[config.mk]
export PLATFORM = sky130hd
export DESIGN_NAME = rsa_frame_loader_flat
export DESIGN_NICKNAME = d
export VERILOG_FILES = /design/src/rtl/rsa_frame_loader_if.sv /design/src/rtl/rsa_frame_loader.sv /design/src/flat_wrapper.sv
export SDC_FILE = /design/constraint.sdc
export NUM_CORES = 1
export LEC_CHECK = 0
export ABC_AREA = 1
export ABC_CLOCK_PERIOD_IN_PS = 2100
export BUFFER_PORTS_ARGS = -buffer_cell sky130_fd_sc_hd__buf_2
export CAP_MARGIN = 30
export CORE_ASPECT_RATIO = 1.2
export CORE_MARGIN = 2
export CORE_UTILIZATION = 43
export CTS_BUF_LIST = sky130_fd_sc_hd__clkbuf_4
export CTS_CLUSTER_DIAMETER = 30
export DETAILED_ROUTE_END_ITERATION = 16
export GPL_ROUTABILITY_DRIVEN = 0
export PLACE_DENSITY = 0.66
export SLEW_MARGIN = 5
export SYNTH_ARGS = -nofsm -noshare
export SYNTH_HDL_FRONTEND = slang
export SYNTH_SLANG_ARGS = --single-unit
[constraint.sdc]
create_clock -name clk -period 2.1 [get_ports clk]
set_input_delay 0 -clock clk [delete_from_list [all_inputs] [get_ports clk]]
set_output_delay 0 -clock clk [all_outputs]
set_load 0.01 [all_outputs]
[src/rtl/rsa_frame_loader_if.sv]
// rtl/rsa_frame_loader_if.sv - byte stream, RSA core and result handshake bundle for rsa_frame_loader
//
// Purpose: groups every non-clock/reset signal of rsa_frame_loader.
// Ports (master = the loader, slave = host/core side):
//   rx_data/rx_valid/rx_ready        inbound frame byte stream
//   input_text/key/mod/go            operands and start pulse to the RSA core
//   done/output_text                 RSA core completion level and result
//   result/result_valid/result_ready captured result handshake
//   err/busy                         status
interface rsa_frame_loader_if #(
  parameter int WordSize = 32
);
  logic [7:0]          rx_data;
  logic                rx_valid;
  logic                rx_ready;
  logic [WordSize-1:0] input_text;
  logic [WordSize-1:0] key;
  logic [WordSize-1:0] mod;
  logic                go;
  logic                done;
  logic [WordSize-1:0] output_text;
  logic [WordSize-1:0] result;
  logic                result_valid;
  logic                result_ready;
  logic                err;
  logic                busy;

  modport master (
    input  rx_data, rx_valid, done, output_text, result_ready,
    output rx_ready, input_text, key, mod, go, result, result_valid, err, busy
  );

  modport slave (
    output rx_data, rx_valid, done, output_text, result_ready,
    input  rx_ready, input_text, key, mod, go, result, result_valid, err, busy
  );
endinterface

[src/rtl/rsa_frame_loader.sv]
// rtl/rsa_frame_loader.sv - parses command frames into RSA operands, runs the core, captures the result
//
// Purpose: accepts frames of one command byte plus NB operand bytes (MSB first).
//   0x01 loads key, 0x02 loads mod, 0x03 loads input_text and runs the RSA core,
//   waiting for a rising edge of done (bounded by TIMEOUT cycles) and holding the
//   result until the consumer accepts it.
// Ports:
//   clk    rising-edge clock
//   reset  asynchronous active-low reset
//   bus    rsa_frame_loader_if.master (stream, core, result and status signals)
module rsa_frame_loader #(
  parameter int WordSize = 32,
  parameter int TIMEOUT  = 4096
) (
  input logic               clk,
  input logic               reset,
  rsa_frame_loader_if.master bus
);

  localparam int NB  = WordSize / 8;
  localparam int BCW = $clog2(NB + 1);
  localparam int TCW = $clog2(TIMEOUT + 1);

  typedef enum logic [2:0] {
    ST_IDLE,
    ST_COLLECT,
    ST_START,
    ST_WAIT_DONE,
    ST_RESULT
  } state_t;

  state_t              r_state;
  logic [7:0]          r_cmd;
  logic [BCW-1:0]      r_byte_cnt;
  logic [TCW-1:0]      r_wait_cnt;
  logic [WordSize-1:0] r_asm;
  logic [WordSize-1:0] r_key;
  logic [WordSize-1:0] r_mod;
  logic [WordSize-1:0] r_input_text;
  logic [WordSize-1:0] r_result;
  logic                r_result_valid;
  logic                r_done_q;
  logic                r_go;
  logic                r_err;
  logic                r_busy;
  logic                r_rx_ready;

  logic                w_xfer;
  logic                w_done_rise;
  logic [WordSize-1:0] w_asm_next;

  assign w_xfer      = bus.rx_valid & r_rx_ready;
  assign w_done_rise = bus.done & ~r_done_q;
  // The word including the byte arriving on this edge, so the NB-th byte lands directly in the target.
  assign w_asm_next  = (r_asm << 8) | WordSize'(bus.rx_data);

  always_ff @(posedge clk or negedge reset) begin
    if (!reset) begin
      r_state        <= ST_IDLE;
      r_cmd          <= '0;
      r_byte_cnt     <= '0;
      r_wait_cnt     <= '0;
      r_asm          <= '0;
      r_key          <= '0;
      r_mod          <= '0;
      r_input_text   <= '0;
      r_result       <= '0;
      r_result_valid <= 1'b0;
      r_done_q       <= 1'b0;
      r_go           <= 1'b0;
      r_err          <= 1'b0;
      r_busy         <= 1'b0;
      r_rx_ready     <= 1'b0;
    end else begin
      r_done_q <= bus.done;
      r_go     <= 1'b0;
      r_err    <= 1'b0;
      case (r_state)
        ST_IDLE: begin
          r_rx_ready <= 1'b1;
          if (w_xfer) begin
            if (bus.rx_data == 8'h01 || bus.rx_data == 8'h02 || bus.rx_data == 8'h03) begin
              r_cmd      <= bus.rx_data;
              r_byte_cnt <= '0;
              r_state    <= ST_COLLECT;
              r_busy     <= 1'b1;
            end else begin
              r_err <= 1'b1;
            end
          end
        end

        ST_COLLECT: begin
          if (w_xfer) begin
            r_asm      <= w_asm_next;
            r_byte_cnt <= r_byte_cnt + 1'b1;
            if (r_byte_cnt == BCW'(NB - 1)) begin
              case (r_cmd)
                8'h01: begin
                  r_key   <= w_asm_next;
                  r_state <= ST_IDLE;
                  r_busy  <= 1'b0;
                end
                8'h02: begin
                  r_mod   <= w_asm_next;
                  r_state <= ST_IDLE;
                  r_busy  <= 1'b0;
                end
                8'h03: begin
                  r_input_text <= w_asm_next;
                  r_state      <= ST_START;
                  r_go         <= 1'b1;
                  r_rx_ready   <= 1'b0;
                end
                default: begin
                  r_state <= ST_IDLE;
                  r_busy  <= 1'b0;
                end
              endcase
            end
          end
        end

        ST_START: begin
          r_wait_cnt <= '0;
          r_state    <= ST_WAIT_DONE;
        end

        ST_WAIT_DONE: begin
          // Completion is tested first so it wins over a coincident timeout.
          if (w_done_rise) begin
            r_result       <= bus.output_text;
            r_result_valid <= 1'b1;
            r_state        <= ST_RESULT;
          end else if (r_wait_cnt == TCW'(TIMEOUT - 1)) begin
            r_err      <= 1'b1;
            r_state    <= ST_IDLE;
            r_busy     <= 1'b0;
            r_rx_ready <= 1'b1;
          end else begin
            r_wait_cnt <= r_wait_cnt + 1'b1;
          end
        end

        ST_RESULT: begin
          if (bus.result_ready) begin
            r_result_valid <= 1'b0;
            r_state        <= ST_IDLE;
            r_busy         <= 1'b0;
            r_rx_ready     <= 1'b1;
          end
        end

        default: begin
          r_state    <= ST_IDLE;
          r_busy     <= 1'b0;
          r_rx_ready <= 1'b1;
        end
      endcase
    end
  end

  assign bus.rx_ready     = r_rx_ready;
  assign bus.input_text   = r_input_text;
  assign bus.key          = r_key;
  assign bus.mod          = r_mod;
  assign bus.go           = r_go;
  assign bus.result       = r_result;
  assign bus.result_valid = r_result_valid;
  assign bus.err          = r_err;
  assign bus.busy         = r_busy;

endmodule

[src/flat_wrapper.sv]
// flat-port wrapper written by rule: the top's interface ports become plain ports
module rsa_frame_loader_flat 
#(
  parameter int WordSize = 32,
  parameter int TIMEOUT  = 4096
)
  (clk, reset, bus_rx_data, bus_rx_valid, bus_done, bus_output_text, bus_result_ready, bus_rx_ready, bus_input_text, bus_key, bus_mod, bus_go, bus_result, bus_result_valid, bus_err, bus_busy);
  rsa_frame_loader_if #(.WordSize(WordSize)) bus_i ();
  input logic clk;
  input logic reset;
  input wire logic [$bits(bus_i.rx_data)-1:0] bus_rx_data;
  input wire logic [$bits(bus_i.rx_valid)-1:0] bus_rx_valid;
  input wire logic [$bits(bus_i.done)-1:0] bus_done;
  input wire logic [$bits(bus_i.output_text)-1:0] bus_output_text;
  input wire logic [$bits(bus_i.result_ready)-1:0] bus_result_ready;
  output wire logic [$bits(bus_i.rx_ready)-1:0] bus_rx_ready;
  output wire logic [$bits(bus_i.input_text)-1:0] bus_input_text;
  output wire logic [$bits(bus_i.key)-1:0] bus_key;
  output wire logic [$bits(bus_i.mod)-1:0] bus_mod;
  output wire logic [$bits(bus_i.go)-1:0] bus_go;
  output wire logic [$bits(bus_i.result)-1:0] bus_result;
  output wire logic [$bits(bus_i.result_valid)-1:0] bus_result_valid;
  output wire logic [$bits(bus_i.err)-1:0] bus_err;
  output wire logic [$bits(bus_i.busy)-1:0] bus_busy;
  assign bus_i.rx_data = bus_rx_data;
  assign bus_i.rx_valid = bus_rx_valid;
  assign bus_i.done = bus_done;
  assign bus_i.output_text = bus_output_text;
  assign bus_i.result_ready = bus_result_ready;
  assign bus_rx_ready = bus_i.rx_ready;
  assign bus_input_text = bus_i.input_text;
  assign bus_key = bus_i.key;
  assign bus_mod = bus_i.mod;
  assign bus_go = bus_i.go;
  assign bus_result = bus_i.result;
  assign bus_result_valid = bus_i.result_valid;
  assign bus_err = bus_i.err;
  assign bus_busy = bus_i.busy;
  rsa_frame_loader #(.WordSize(WordSize), .TIMEOUT(TIMEOUT)) u_core (.clk(clk), .reset(reset), .bus(bus_i));
endmodule
==> results.yml <==
status:
  status: "finished clean"
clock_tree:
  clk_pin_slew_ns: 0.14
  root_buffer: "clkbuf_4"
  cts-htree-levels: 4
  cts_tree: "built"
  clock_path_buffers: 2
  insertion_delay_ns: 0.56
  cts_buffers: 17
  cts_sinks: 185
routing:
  drt-total-wl_mm: 16.8
  drc: 0
  viasPerCell: 4.81
  first_pass_iters: 5
  route.antenna.remaining_nets: 0
  vias: 5638
  drtIter0Drc: 307
  wl_per_cell_um: 14.4
power:
  ir_drop_uv: 441
  power_w: 0.00741
  swShare_pct: 31.7
  comb_power_share_pct: 19.2
  leakage_nw: 4.89
  p_per_area_mw_per_mm2: 804
  clkPwrFrac_pct: 23.5
  p_int_w: 0.00506
  switchingPower_w: 0.00235
  pwr-share-seq_pct: 57.3
timing:
  hold_viol: 0
  skew_ns: 0.0190
  tightestPinTransition_ns: 0.579
  period_share_pct: 87.6
  fin_setup_tns_ns: 0
  rsz0062_at_grt: "false"
  relSlewSlack_pct: 61.4
  finalCriticalPeriod_ns: 1.84
  max_freq_ghz: 0.544
  finalSetupViolations: 0
  report.final.slew_viol_count: 0
synth:
  yosys_register_bits: 185
  synth_seq_area_share_pct: 63.0
  syn_avg_cell_area_sq_um: 10.3
  syn-cell-area_sq_mm: 0.00735
  yosys_warnings: 0
  synthesis.nets: 764
  syn_inst: 716
  ys_types: 30
worst_hold_path:
  worstHoldStart: "bus_done"
  min_path_type: "in -> reg"
  hold_depth: 2
  min_to: "u_core.r_done_q"
critical_path:
  cp-end-kind: "flop"
  setup.worst_path.class: "reg -> reg"
  arrival_ns: 2.29
  r2r_setup_slack_ns: 0.26
  cp_max_fo: 10
  worstSetupStartpointType: "flop"
  r2r.worst_path.cells: 9
  r2r_end: "u_core.r_wait_cnt[3]"
  r2r-start: "u_core.r_wait_cnt[0]"
  crit_required_ns: 2.56
die:
  start_util_pct: 43.8
  core_area_sq_mm: 0.0168
  die_y_um: 147
  io_pins: 178
  row_count: 52
  fp.dieW_um: 123
  die_area_sq_mm: 0.0182
final_layout:
  fillers: 1547
  antenna_cells: 0
  finalNetCount: 993
  layout-drive-gt1-share_pct: 29.7
  fin_util_pct: 54.9
  fin_cells: 1171
  areaGrowthSynthToFinish_pct: 25.4
grt:
  grt_max_degree: 70
  grt_pass1_vias: 5552
  grt-ovfl-total: 0
  antenna_found_initial: 0
  grt_pass1_wl_mm: 27.7
  grt_usage_pct: 19.5
placement:
  dp.cells: 1094
  dp_hpwl_mm: 11.6
  io_buffers: 177
run:
  maxCapViolCount: 0
[critical path, stage by stage, from the launching register on]
cell     delay, ns
dfrtp_1       0.43
ha_1          0.24
nand3_1       0.16
nor2_2        0.19
nand2_1       0.12
nand3_1       0.15
nand2_1       0.13
buf_4         0.19
nand2_1       0.06
o21ai_1       0.06
[kinds of logic after synthesis]
| group | share of synthesized area (%) |
|---|---|
| AND/OR/NAND/NOR | 14.6 |
| flip-flops | 63.0 |
| AO/OA/AOI/OAI | 10.6 |
| buffers and inverters | 5.67 |
| multiplexers | 4.90 |
| XOR/XNOR | 0.834 |
| adder cells (fa/ha/maj) | 0.511 |
[per-layer routing]
| layer | GRT usage (%) | share of wire (%) | wire length (um) | vias to the layer above |
|---|---|---|---|---|
| met5 | 0 | 0 | 0 | - |
| li1 | - | - | - | 2775 |
| met1 | 25.1 | 44 | 7340 | 2679 |
| met4 | 4.77 | 1.0 | 168 | 0 |
| met2 | 32.3 | 49 | 8230 | 167 |
| met3 | 5.51 | 6.5 | 1090 | 17 |
[through the flow]
stage | area (sq um) | setup slack, ns | hold WS [ns]
6_report | 9220 | 0.261 | 0.0891
5_1_grt | 9220 | 0.0182 | 0.0501
4_1_cts | 9200 | 0.103 | 0.0411
3_5_place_dp | 8510 | 0.276 | 0.0427
3_3_place_gp | 8510 | 0.336 | 0.0421
2_1_floorplan | 7350 | 0.459 | -0.296
[registers in the layout (all words and copies together) (netlist names)]
signal,flops
u_core.bus.input_text,32
u_core.bus.key,32
u_core.bus.mod,32
u_core.bus.result,32
u_core.r_asm,24
u_core.r_wait_cnt,13
u_core.r_cmd,8
u_core.r_byte_cnt,3
u_core.r_state,3
u_core.bus.busy,1
u_core.bus.err,1
u_core.bus.go,1
u_core.bus.result_valid,1
u_core.bus.rx_ready,1
u_core.r_done_q,1
[power groups by stage]
stage	combinational (W)	sequential (W)	clock (W)
floorplan	0.000797	0.00431	0
CTS	0.00145	0.00424	0.00180
global placement	0.00135	0.00430	0
finish	0.00142	0.00425	0.00174
detailed placement	0.00138	0.00431	0
global route	0.00164	0.00431	0.00195
[placed cells by master (no fill, tap or decap), types with 2 or more instances in the layout]
cell type	synthesis	layout
a21oi_1	3	3
buf_12	0	5
buf_2	12	176
buf_4	4	10
clkbuf_4	0	17
clkinv_1	0	2
clkinv_2	0	3
clkinvlp_4	0	2
dfrtp_1	185	185
dlygate4sd3_1	0	46
ha_1	3	3
inv_1	63	63
inv_2	2	2
inv_6	0	3
mux2_2	32	32
nand2_1	184	184
nand2_2	2	2
nand3_1	22	21
nand3_2	2	3
nand4_1	4	4
nor2_1	32	32
nor2_4	1	2
nor3_1	5	5
o21ai_0	64	64
o21ai_1	50	50
o21ai_2	20	20
xor2_1	6	6
[worst max-delay path by stage]
stage | startpoint | endpoint | depth (start not counted)
after floorplan | u_core.r_wait_cnt[0] | u_core.r_wait_cnt[3] | 9
after global placement | u_core.r_wait_cnt[0] | u_core.r_wait_cnt[6] | 9
after detailed placement | u_core.r_wait_cnt[0] | u_core.r_wait_cnt[3] | 9
after CTS | u_core.r_state[2] | u_core.r_cmd[0] | 9
after global routing | u_core.r_wait_cnt[0] | u_core.r_wait_cnt[6] | 9
final | u_core.r_wait_cnt[0] | u_core.r_wait_cnt[3] | 9
[synth_stat cells]
library cell    n  area (sq um)
o21ai_0        64           320
o21ai_2        20           175
buf_1           1          3.75
nor2_2          2          12.5
nor3_1          5          25.0
inv_2           2          7.51
nor2_4          1          11.3
nand3_1        22           110
nor2_1         32           120
mux2_2         32           360
nand2_2         2          12.5
o31ai_1         1          7.51
dfrtp_1       185          4630
nand4_4         1          21.3
o21ai_1        50           250
ha_1            3          37.5
a41oi_1         1          8.76
nand2_1       184           691
clkbuf_1        6          22.5
inv_1          63           236
nor3_4          1          16.3
xor2_1          6          52.6
or2_2           1          6.26
buf_6           5          56.3
a21oi_1         3          15.0
xnor2_1         1          8.76
buf_4           4          30.0
nand4_1         4          25.0
buf_2          12          60.1
nand3_2         2          20.0
[cell type report]
| class | count | area [sq um] | area share, % |
|---|---|---|---|
| Clock buffer | 17 | 128 | 1.38 |
| Tap cell | 216 | 270 | 2.93 |
| Multi-Input combinational cell | 438 | 2320 | 25.1 |
| Sequential cell | 185 | 4630 | 50.2 |
| Inverter | 65 | 244 | 2.65 |
| Clock inverter | 12 | 103 | 1.11 |
| Timing Repair Buffer | 238 | 1530 | 16.6 |
[what timing repair did]
item	CTS	global route
hold endpoints to repair	268	0
resized for setup	0	1
buffers inserted	0	2
hold buffers	46	0
setup endpoints to repair	0	1
(Power assumes the default switching activity.)
